**config.mk**
```make
export PLATFORM = sky130hd
export DESIGN_NAME = hlsm_mul_arbiter
export DESIGN_NICKNAME = d
export VERILOG_FILES = /design/src/rtl/hlsm_mul_arbiter.sv
export SDC_FILE = /design/constraint.sdc
export NUM_CORES = 1
export LEC_CHECK = 0
export CAP_MARGIN = 20
export CORE_MARGIN = 5
export CORE_UTILIZATION = 40
export DETAILED_ROUTE_END_ITERATION = 16
export PLACE_DENSITY = 0.6
export SYNTH_ARGS = -nofsm -noshare
export SYNTH_HDL_FRONTEND = slang
export SYNTH_SLANG_ARGS = --single-unit
```
**constraint.sdc**
```tcl
create_clock -name Clk -period 6.42 [get_ports Clk]
set_input_delay 1.284 -clock Clk [delete_from_list [all_inputs] [get_ports Clk]]
set_output_delay 1.284 -clock Clk [all_outputs]
set_load 0.05 [all_outputs]
```
**src/rtl/hlsm_mul_arbiter.sv**
```systemverilog
// hlsm_mul_arbiter
// Round-robin arbiter in front of one shared pipelined signed multiplier.
// Each requester may have at most one product in flight. Results come back
// in grant order, tagged with the requester id, MUL_LAT edges after the grant.

module hlsm_mul_arbiter #(
    parameter int NREQ    = 4,
    parameter int WIDTH   = 16,
    parameter int MUL_LAT = 2
) (
    input  logic                      Clk,
    input  logic                      Rst,
    input  logic [NREQ-1:0]           Req,
    input  logic [NREQ*WIDTH-1:0]     OpA,
    input  logic [NREQ*WIDTH-1:0]     OpB,
    output logic [NREQ-1:0]           Gnt,
    output logic                      RspValid,
    output logic [$clog2(NREQ)-1:0]   RspId,
    output logic [2*WIDTH-1:0]        RspData,
    output logic                      Busy
);

    localparam int IDW = $clog2(NREQ);
    localparam int DW  = 2 * WIDTH;

    // Arbitration state
    logic [NREQ-1:0] pending;
    logic [NREQ-1:0] eligible;
    logic [NREQ-1:0] set_mask;
    logic [NREQ-1:0] clr_mask;
    logic [NREQ-1:0] gnt_q;
    logic [IDW-1:0]  ptr;
    logic [IDW-1:0]  gnt_id;
    logic            found;
    int              rr_idx;

    // Operand stage, captured at the grant edge
    logic signed [WIDTH-1:0] a_op;
    logic signed [WIDTH-1:0] b_op;
    logic [IDW-1:0]          id_op;
    logic                    v_op;
    logic signed [DW-1:0]    prod;

    // Product pipeline: stage i is loaded from chain slot i; the top stage
    // is the response register and holds its data between responses.
    logic [MUL_LAT-1:0]           v_sr;
    logic [MUL_LAT*IDW-1:0]       id_sr;
    logic [MUL_LAT*DW-1:0]        p_sr;
    logic [MUL_LAT:0]             v_chain;
    logic [(MUL_LAT+1)*IDW-1:0]   id_chain;
    logic [(MUL_LAT+1)*DW-1:0]    p_chain;

    assign eligible = Req & ~pending;
    assign prod     = DW'(a_op) * DW'(b_op);
    assign v_chain  = {v_sr, v_op};
    assign id_chain = {id_sr, id_op};
    assign p_chain  = {p_sr, prod};

    // Find the first eligible requester at or after the round-robin pointer
    always_comb begin
        // NOTE: every variable gets a default before any branch, so no latch is inferred.
        found  = 1'b0;
        gnt_id = '0;
        rr_idx = 0;
        for (int off = 0; off < NREQ; off++) begin
            rr_idx = int'(ptr) + off;
            if (rr_idx >= NREQ) rr_idx = rr_idx - NREQ;
            if (!found && eligible[IDW'(rr_idx)]) begin
                found  = 1'b1;
                gnt_id = IDW'(rr_idx);
            end
        end
    end

    // Pending bits set on grant and cleared as the response register loads
    always_comb begin
        set_mask = '0;
        clr_mask = '0;
        if (found) set_mask[gnt_id] = 1'b1;
        if (v_chain[MUL_LAT-1]) clr_mask[id_chain[(MUL_LAT-1)*IDW +: IDW]] = 1'b1;
    end

    // Grant, pointer, pending flags and operand capture
    always_ff @(posedge Clk or negedge Rst) begin
        if (!Rst) begin
            // NOTE: sequential state uses non-blocking assignments so every register samples pre-edge values.
            gnt_q   <= '0;
            pending <= '0;
            ptr     <= '0;
            a_op    <= '0;
            b_op    <= '0;
            id_op   <= '0;
            v_op    <= 1'b0;
        end else begin
            gnt_q   <= set_mask;
            pending <= (pending & ~clr_mask) | set_mask;
            v_op    <= found;
            if (found) begin
                a_op  <= OpA[int'(gnt_id)*WIDTH +: WIDTH];
                b_op  <= OpB[int'(gnt_id)*WIDTH +: WIDTH];
                id_op <= gnt_id;
                ptr   <= (gnt_id == IDW'(NREQ-1)) ? '0 : gnt_id + IDW'(1);
            end
        end
    end

    // Multiplier pipeline; the last stage only updates on a valid product
    always_ff @(posedge Clk or negedge Rst) begin
        if (!Rst) begin
            // NOTE: the data stages are reset too, because the top stage drives RspId/RspData, which must read 0 after reset.
            v_sr  <= '0;
            id_sr <= '0;
            p_sr  <= '0;
        end else begin
            v_sr <= v_chain[MUL_LAT-1:0];
            for (int i = 0; i < MUL_LAT; i++) begin
                if (i != MUL_LAT-1 || v_chain[i]) begin
                    id_sr[i*IDW +: IDW] <= id_chain[i*IDW +: IDW];
                    p_sr[i*DW +: DW]    <= p_chain[i*DW +: DW];
                end
            end
        end
    end

    assign Gnt      = gnt_q;
    assign RspValid = v_chain[MUL_LAT];
    assign RspId    = id_chain[MUL_LAT*IDW +: IDW];
    assign RspData  = p_chain[MUL_LAT*DW +: DW];
    assign Busy     = |pending;

endmodule
```
---- Word level (Yosys, flattened, before mapping) ----
Index checks and enable logic that the tools add are counted.
word-level totals
  flip-flop bits (word level) ............. 115
  output and inout port bits .............. 40
  input port bits ......................... 134
  logic and storage cells ................. 81
cells by class
  multiply operators ...................... 1
  equality and inequality tests ........... 1
  order comparisons ....................... 12
  bitwise operators ....................... 5
  add/subtract/negate cells ............... 8
  muxes and demuxes ....................... 31
  reduce and logical (&&, ||, !) cells .... 9
  shift operators ......................... 2
operators by type and width
  kind                 number
  $shiftx 64x7->16     2
  $mul 16x16->32       1
  $mux 2               9
  $lt 2x4->1 const B   4
  $mux 1               14
  $ge 3x3->1 const B   3
  $and 4x4->4          2
  $bmux 1 s2           4
  $mux 4               2
  $not 4->4            2
  $sub 2x1->2 const B  4
  $add 2x2->3 const B  2
  $lt 2x3->1 const B   2
  $logic_and 1x1->1    5
  $demux 1 s2          2
  $ge 2x1->1 const B   2
  $or 4x4->4           1
  $reduce_or 4->1      1
  $add 2x1->3 const B  1
  $ge 2x3->1 const B   1
  $logic_not 1->1      3
  $add 2x1->2 const B  1
  $eq 2x2->1 const B   1

---- Depth between registers and ports, before layout ----
Gate-level depths: netlist of the first run.
  depth after elaboration ................. 21
  depth in mapped cells ................... 24
  mapped depth without buffers ............ 22

---- Worst setup path before layout of the first run ----
No wires, ideal clock.
  kind .................................... reg-to-reg
  from .................................... register a_op[15]
  to ...................................... register p_sr[29]
  path buffers ............................ 2
  path slack .............................. 587 ps
  clock period less this slack ............ 5833 ps
  library setup time ...................... 142 ps
  data arrival time ....................... 5691 ps
  required time ........................... 6278 ps
  stages on the path, launching flop included .. 20
  path through ............................ dfrtp_1 clkbuf_1 nand2_1 inv_1 fa_1 fa_1 inv_1 fa_1 fa_1 fa_1 fa_1 inv_1 ha_1 clkbuf_1 a21oi_1 o21ai_0 a21oi_1 o21bai_1 a2111oi_0 a2111oi_1
between the ends
  word-level cells in the longest chain between the ends .. 1
ends and longest elaborated chain
  element                         line  RTL
  start: declaration              38    logic signed [WIDTH-1:0] a_op;
  start signal: assignment        99    a_op <= OpA[int'(gnt_id)*WIDTH +: WIDTH];
  $mul 16x16->32                  54    assign prod = DW'(a_op) * DW'(b_op);
  net prod[29]                    42    logic signed [DW-1:0] prod;
  end signal: indexed assignment  119   p_sr[i*DW +: DW] <= p_chain[i*DW +: DW];
  end: declaration                48    logic [MUL_LAT*DW-1:0] p_sr;
The timed path passes the listed nets, and every way through them passes these cells.
A chain may end at the register's enable or synchronous reset.

---- Final worst setup path of the first run ----
  from .................................... register a_op[11]
  to ...................................... register p_sr[28]
Same word-level chain as after synthesis.

==> flow_summary.yaml, run 1 <==
status:
  status: "complete, no violations"
final_layout:
  mostFrequentLayoutCell: "inv_1"
  fillers: 3565
  fin_util_pct: 47.91
  final_layout_size_suffix_gt1_share_pct: 7.753
  final_cell_mix: "inv_1 (315), fa_1 (261), nand2_1 (225)"
  layout.nets: 2250
  syn_to_final_growth_pct: 18.38
  antenna_cells: 0
clock_network:
  numClockSinks: 115
  cts_hold_buf: 0
  clkTransAtPathRegs_ps: 60
  clk_path_buf_depth: 2
  clkLatencyLatePin_ps: 430
  cts_max_level: 4
  cts.repair.resized: 0
  clockRootBuffer: "clkbuf_16"
  numCtsBuffers: 17
  cts_tree: "done"
  cts_setup_buffers: 0
job:
  drv_cap: 0
critical_path:
  cp.arrival_ps: 6440
  end_kind: "register"
  critPathMaxFanout: 12
  reg2reg_from: "a_op[11]"
  crit_required_ps: 6780
  cp-start-kind: "register"
  crit_type: "reg -> reg"
  worstReg2RegEnd: "p_sr[28]"
  r2r_cells: 18
  rrSetupSlack_ps: 340
sta:
  hold_viol: 0
  skew_ps: 9.981
  setup-tns-final_ps: 0
  fin_ws_ps: 335.1
  maxSlewViolCount: 0
  min_period_over_period_pct: 94.78
  tightest_slew_ps: 865.2
  post-route-min-period_ps: 6085
  slew_headroom_pct: 42.32
  rsz0062_at_grt: "false"
  max_freq_mhz: 164.3
  finalSetupViolations: 0
grt:
  antenna_found_initial: 1
  grt_pass1_wl_mm: 66.74
  grt_use_total_pct: 20.64
  grt_pass1_vias: 12440
  grt_max_degree: 59
  grt_overflow: 0
drt:
  drtPass1Iterations: 5
  viasPerCell: 4.941
  drc: 0
  totalWireLength_mm: 41.47
  drt_first_iter_violations: 691
  via_count: 11320
  routedWlPerCell_um: 18.10
  ant_nets: 0
die:
  die_h_um: 205.0
  start_util_pct: 40.48
  core-area_sq_um: 37580
  io_pins: 174
  die_w_um: 205.0
  die_area_sq_um: 42020
  row_count: 71
min_path:
  holdPathStages: 0
  hold_path_class: "reg -> reg"
  min_to: "v_sr[0]"
  hp-start: "v_op"
yosys:
  synthTopCellsByArea: "fa_1 (34%), dfrtp_1 (19%), inv_1 (7.8%), ha_1 (7.1%), nand2_1 (5.6%)"
  ys_ff_latch: 115
  synth-edff-count: 0
  async_flop_share_pct: 100.0
  synth_cell_types: 57
  syn-num-nets: 2115
  synth_compound_area_share_pct: 6.754
  synth_mux_area_share_pct: 3.891
  synth_seq_area_share_pct: 18.92
  synth_flop_cell: "dfrtp_1"
  avgSynthCellArea_sq_um: 9.314
  synth_xor_xnor_area_share_pct: 1.900
  yosys.area_share.adder_pct: 41.56
  synth_top_family_by_area: "adder cells"
  synth.top_cell.area_share_pct: 34.49
  synth_largest_area_cell: "fa_1"
  synth.cell_area_sq_um: 15210
  yosysWarnings: 0
  synth-simple-area-share_pct: 15.54
  netlist_instances: 1633
placement:
  gp_congestion: 0.8569
  portBuffers: 173
  hpwl_mm: 33.71
  place_ws_ps: 208.5
critical path, cell delays in order, from the launching register on:
cell and delay (ps):
dfrtp_1 650, buf_4 240, nand2_1 80, fa_1 540, inv_1 50, fa_1 480
fa_1 600, fa_1 460, fa_1 490, inv_1 50, fa_1 470, inv_1 40
ha_1 420, and3_1 240, o21ai_0 120, a21oi_1 330, a311oi_4 200, or4_1 430
nand4_1 110
registers in the layout, indices dropped and copies added (netlist names):
name / flops
b_op: 16
Gnt: 4
ptr: 2
a_op: 16
pending: 4
p_sr: 64
v_op: 1
id_sr: 4
v_sr: 2
id_op: 2
layout make-up:
type | count | area (sq um) | area share (%)
Multi-Input combinational cell | 1098 | 10630 | 59.05
Sequential cell | 115 | 2888 | 16.04
Timing Repair Buffer | 219 | 2074 | 11.52
Inverter | 317 | 1190 | 6.609
Tap cell | 511 | 639.4 | 3.551
Clock buffer | 17 | 425.4 | 2.363
Clock inverter | 14 | 156.4 | 0.8687
cell families (layout without fill, tap and decap cells):
group                      Yosys count  in the layout
and+or+nand+nor                    507            507
buffers and inverters              420            567
adders and majority gates          348            348
AOI/OAI and AO/OA                  155            155
DFF                                115            115
muxes                               55             55
xor gates and xnor gates            33             33
metal layers:
| layer | GRT usage [%] | wire (um) | vias up |
|---|---|---|---|
| met3 | 3.388 | 2038 | 83 |
| met2 | 37.17 | 21520 | 315 |
| li1 | - | - | 5205 |
| met5 | 0 | 13 | - |
| met1 | 24.84 | 16210 | 5714 |
| met4 | 7.703 | 1690 | 2 |
metrics by stage:
stage | std cells | hold slack (ps) | cell area, sq um
floorplan | 1633 | 331.2 | 15210
global placement | 2260 | 338.6 | 17400
detailed placement | 2260 | 337.8 | 17400
CTS | 2291 | 344.5 | 17980
global route | 2291 | 356.2 | 18000
finish | 2291 | 343.7 | 18000
worst max path at each step:
stage | start | endpoint | slack, ps | cells after the start
2_1_floorplan | a_op[15] | p_sr[29] | 590 | 19
3_3_place_gp | b_op[1] | p_sr[29] | 270 | 17
3_5_place_dp | b_op[1] | p_sr[30] | 210 | 18
4_1_cts | b_op[1] | p_sr[30] | 150 | 18
5_1_grt | a_op[10] | p_sr[30] | 30 | 20
6_report | a_op[11] | p_sr[28] | 340 | 18
cells in the mapped netlist, drive strengths merged (22+ instances only):
| library cell | n |
|---|---|
| and2 | 130 |
| inv | 317 |
| nand3 | 28 |
| ha | 86 |
| dfrtp | 115 |
| mux2 | 33 |
| mux2i | 22 |
| nor2 | 90 |
| nand2 | 225 |
| fa | 262 |
| xnor2 | 23 |
| buf | 47 |
| o21ai | 63 |
| a21oi | 23 |
| clkbuf | 56 |
Power of run 1 is left out: the tool's default activity adds up to more than one toggle a clock period on the data nets, which glitch-free logic cannot reach.
==> run 2, diff against run 1 <==
--- a/config.mk
+++ b/config.mk
@@ -9,7 +9,6 @@
 export CORE_MARGIN = 5
 export CORE_UTILIZATION = 40
 export DETAILED_ROUTE_END_ITERATION = 16
-export PLACE_DENSITY = 0.6
 export SYNTH_ARGS = -nofsm -noshare
 export SYNTH_HDL_FRONTEND = slang
 export SYNTH_SLANG_ARGS = --single-unit
==> constraint.sdc (replaced) <==
create_clock -name Clk -period 6.9 [get_ports Clk]
set_input_delay 1.38 -clock Clk [delete_from_list [all_inputs] [get_ports Clk]]
set_output_delay 1.38 -clock Clk [all_outputs]
set_load 0.05 [all_outputs]
==> run 2 against run 1 <==
Effect of this change:
- hold slack better by 9.9 ps
- design area down 1.1%
- critical path depth unchanged
==> flow_summary.yaml, run 2 (synthesized netlist as in run 1, its figures left out) <==
status:
  status: "complete, no violations"
sta:
  whs_ps: 353.7
  setup-tns-final_ps: 0
  max_freq_mhz: 152.2
  slew_headroom_pct: 43.85
  skew_ps: 11.68
  tightest_slew_ps: 842.2
  maxSlewViolCount: 0
  min_period_over_period_pct: 95.23
  rsz0062_at_grt: "false"
  finalSetupViolations: 0
  post-route-min-period_ps: 6571
  hold_viol: 0
critical_path:
  r2r_cells: 18
  end_kind: "register"
  rrSetupSlack_ps: 330
  slowest_delay_ps: 750
  cp.arrival_ps: 6880
  cp-start-kind: "register"
  crit_path_start: "b_op[1]"
  critPathMaxFanout: 17
  reg2reg_from: "b_op[1]"
  cp_common_cell: "fa_1"
  cp_slowest_cell: "fa_1"
  crit_chain: "nand2_1 -> inv_1 -> fa_1 -> fa_1 -> fa_1 -> fa_1 -> fa_1 -> inv_1 -> fa_1 -> inv_1 -> ha_1 -> a21oi_1 -> nand2_1 -> a211oi_1 -> nand3_1 -> a311oi_2 -> o21ai_1 -> xor2_1"
  crit_type: "reg -> reg"
  crit_required_ps: 7210
  worstReg2RegEnd: "p_sr[30]"
grt:
  grt_pass1_vias: 12360
  grt_pass1_wl_mm: 65.36
  grt_overflow: 0
  grt_max_degree: 67
  grt_use_total_pct: 20.01
  antenna_found_initial: 0
placement:
  gp_congestion: 0.8777
  hpwl_mm: 32.36
  place_area_sq_um: 17220
  portBuffers: 173
drt:
  ant_nets: 0
  totalWireLength_mm: 39.98
  via_count: 11200
  drc: 0
  drt_first_iter_violations: 548
  viasPerCell: 4.938
  routedWlPerCell_um: 17.63
  drtPass1Iterations: 5
clock_network:
  clockRootBuffer: "clkbuf_16"
  cts_hold_buf: 0
  cts.repair.resized: 0
  numCtsBuffers: 17
  cts_setup_buffers: 0
  cts_max_level: 4
  numClockSinks: 115
  clk_path_buf_depth: 2
  clkTransAtPathRegs_ps: 70
  clkLatencyLatePin_ps: 430
  cts_tree: "done"
die:
  io_pins: 174
  core-area_sq_um: 37580
  die_area_sq_um: 42020
  die_w_um: 205.0
  row_count: 71
  start_util_pct: 40.48
  die_h_um: 205.0
final_layout:
  antenna_cells: 0
  final_layout_size_suffix_gt1_share_pct: 5.976
  syn_to_final_growth_pct: 17.07
  final_cell_mix: "inv_1 (315), fa_1 (262), nand2_1 (225)"
  mostFrequentLayoutCell: "inv_1"
  final_area_sq_um: 17810
  layout.nets: 2227
  regMostFlops: "p_sr"
  largest_reg_flops: 64
  largestRegisters: "p_sr x64, a_op x16, b_op x16"
min_path:
  hold_path_class: "reg -> reg"
  hp-start: "v_op"
  min_to: "v_sr[0]"
  holdPathStages: 0
job:
  drv_cap: 0
-- run 2: cell count changes in the layout (fill, tap and decap cells not counted) --
cell / previous run / this run
a21oi_1: 20 / 21
a21oi_2: 3 / 2
a311oi_2: 0 / 1
a311oi_4: 1 / 0
buf_4: 47 / 24
clkinv_4: 4 / 6
clkinvlp_4: 4 / 3
dfrtp_1: 107 / 115
dfrtp_2: 8 / 0
fa_1: 261 / 262
fa_2: 1 / 0
inv_6: 3 / 2
-- run 2: critical path, delay by kind of cell (launching register included) --
family / cells / cell delay [ps]
fa+ha+maj: 7 / 3600
compound gates: 4 / 1250
simple gates: 3 / 630
flops: 1 / 620
buf+inv: 3 / 200
xor+xnor: 1 / 160
-- run 2: how the worst max path moves through the flow --
stage / endpoint / cells after the start
5_1_grt: p_sr[30] / 18
6_report: p_sr[30] / 18
3_3_place_gp: p_sr[30] / 18
2_1_floorplan: p_sr[29] / 19
4_1_cts: p_sr[30] / 18
3_5_place_dp: p_sr[30] / 18
-- run 2: routing by layer --
metal	part of all wire [%]	global-route usage (%)
met1	40	24.88
met3	4.6	3.071
met2	52	36.00
met5	0	0
met4	2.9	5.981
-- run 2: final cells by class --
class | count | area (sq um)
inverter | 317 | 1190
timing repair buffer | 196 | 1902
clock inverter | 14 | 157.7
multi-input combinational | 1098 | 10610
fill | 3568 | 19770
sequential | 115 | 2878
tap | 511 | 639.4
clock buffer | 17 | 425.4
-- run 2: through the flow --
stage                     std cells  utilization, %  worst slack [ps]
after floorplan                1633               -              1067
after detailed placement       2237           45.83             404.0
final                          2268           47.38             328.9
after global routing           2268           47.38             86.25
after global placement         2237           45.83             411.7
after CTS                      2268           47.38             356.1
Power of run 2 is left out for the same reason.
==> run 3, diff against run 2 <==
--- a/config.mk
+++ b/config.mk
@@ -9,6 +9,7 @@
 export CORE_MARGIN = 5
 export CORE_UTILIZATION = 40
 export DETAILED_ROUTE_END_ITERATION = 16
+export GPL_TIMING_DRIVEN = 0
 export SYNTH_ARGS = -nofsm -noshare
 export SYNTH_HDL_FRONTEND = slang
 export SYNTH_SLANG_ARGS = --single-unit
==> constraint.sdc (replaced) <==
create_clock -name Clk -period 7 [get_ports Clk]
set_input_delay 1.4 -clock Clk [delete_from_list [all_inputs] [get_ports Clk]]
set_output_delay 1.4 -clock Clk [all_outputs]
set_load 0.05 [all_outputs]
==> run 3 against run 2 <==
Effect of this change:
- hold slack better by 0.84 ps
- non-clock buffer count is 81 higher
- first-iteration DRC count is 4.4% higher
- clock skew is 2.2 ps higher
- worst setup slack worse by 86 ps
- core utilization is 1.2 points higher
- die area stayed put
- final cell count is 3.6% higher
- critical path type unchanged
- critical endpoint unchanged
- largest cell class unchanged
==> flow_summary.yaml, run 3 (synthesized netlist as in run 1, its figures left out) <==
status:
  status: "complete, no violations"
final_layout:
  antenna_cells: 0
  multi_input_area_sq_um: 10610
  final_layout_size_suffix_gt1_share_pct: 7.558
  mostFrequentLayoutCell: "inv_1"
  final_cells: 2350
  register_area_sq_um: 2878
  largestRegisters: "p_sr x64, a_op x16, b_op x16"
  syn_to_final_growth_pct: 19.96
  largest_reg_flops: 64
  regMostFlops: "p_sr"
  layout.nets: 2308
  final_cell_mix: "inv_1 (315), fa_1 (261), nand2_1 (225)"
  fillers: 3574
  final_area_sq_um: 18250
sta:
  skew_ps: 13.92
  maxSlewViolCount: 0
  max_freq_mhz: 148.0
  rsz0062_at_grt: "true"
  post-route-min-period_ps: 6757
  hold_viol: 0
  fin_ws_ps: 243.1
  min_period_over_period_pct: 96.53
  slew_headroom_pct: 47.95
  tightest_slew_ps: 780.8
  finalSetupViolations: 0
grt:
  grt_pass1_vias: 12840
  grt_max_degree: 78
  grt_overflow: 0
  grt_use_total_pct: 22.69
  grt_pass1_wl_mm: 72.30
  antenna_found_initial: 0
placement:
  place_area_sq_um: 17610
  gp_congestion: 0.8868
  place_ws_ps: -145.3
  hpwl_mm: 37.95
  portBuffers: 173
  place_inst: 2318
critical_path:
  critPathMaxFanout: 10
  cp_slowest_cell: "clkbuf_1"
  crit_type: "reg -> reg"
  path_delay_family: "adder cells"
  crit_chain: "clkbuf_1 -> nand2_1 -> fa_1 -> fa_1 -> inv_1 -> fa_1 -> fa_1 -> fa_1 -> inv_1 -> fa_1 -> inv_1 -> ha_1 -> o21ai_0 -> nor2_1 -> o31ai_2 -> nand3_1 -> a311oi_2 -> o21ai_1 -> xor2_1"
  path_buf_inv: 4
  slowest_delay_ps: 570
  crit_required_ps: 7300
  cp_common_cell: "fa_1"
  end_kind: "register"
  cp.arrival_ps: 7060
  cp-start-kind: "register"
drt:
  viasPerCell: 4.991
  via_count: 11730
  drt_first_iter_violations: 572
  routedWlPerCell_um: 19.55
  drtPass1Iterations: 5
  totalWireLength_mm: 45.94
  drc: 0
  ant_nets: 0
job:
  drv_cap: 0
die:
  start_util_pct: 40.48
  io_pins: 174
  row_count: 71
  die_w_um: 205.0
  core-area_sq_um: 37580
  die_area_sq_um: 42020
  die_h_um: 205.0
clock_network:
  clkLatencyLatePin_ps: 430
  numClockSinks: 115
  clkTransAtPathRegs_ps: 70
  clockRootBuffer: "clkbuf_16"
  cts_hold_buf: 0
  cts_tree: "done"
  cts_max_level: 4
  numCtsBuffers: 17
  clk_path_buf_depth: 2
min_path:
  hold_path_class: "reg -> reg"
==> run 3: final timing paths <==
check                              start       end  slack (ps)  cells after the start
worst min register to register      v_op   v_sr[0]         350                      0
worst max register to register  a_op[11]  p_sr[30]         240                     19
worst min-delay path                v_op   v_sr[0]         350                      0
max in group asynchronous            Rst  p_sr[63]        5370                      2
min in group asynchronous            Rst  a_op[13]         870                      1
worst max-delay path            a_op[11]  p_sr[30]         240                     19
==> run 3: what timing repair did <==
action / 4_1_cts / 5_1_grt
setup endpoints to repair: 3 / 7
cloned: 0 / 0
resized for setup: 4 / 19
endpoints found under the hold margin: 0 / 0
setup buffers: 0 / 0
pin swaps: 0 / 0
==> run 3: area by class of cell <==
cell class	count	area share, %
inverter	317	6.522
sequential	115	15.77
timing repair buffer	174	9.649
tap	511	3.504
multi-input combinational	1098	58.13
buffer	103	3.086
clock buffer	17	2.332
clock inverter	15	1.008
==> run 3: metal layers <==
layer	part of all wire, %	wire length [um]	track usage, %	vias up
met5	0	0	0	-
met4	3.9	1804	8.014	0
met3	5.5	2524	3.958	93
met2	50	23070	39.48	348
met1	40	18530	28.56	5972
li1	-	-	-	5317
==> run 3: through the flow <==
stage | hold slack (ps) | utilization, % | TNS (ps)
2_1_floorplan | 331.2 | - | 0
3_3_place_gp | 337.2 | 46.79 | -10290
3_5_place_dp | 348.6 | 46.86 | -237.7
4_1_cts | 355.1 | 48.50 | 0
5_1_grt | 364.5 | 48.55 | -21.05
6_report | 354.5 | 48.55 | 0
Power of run 3 is left out for the same reason.
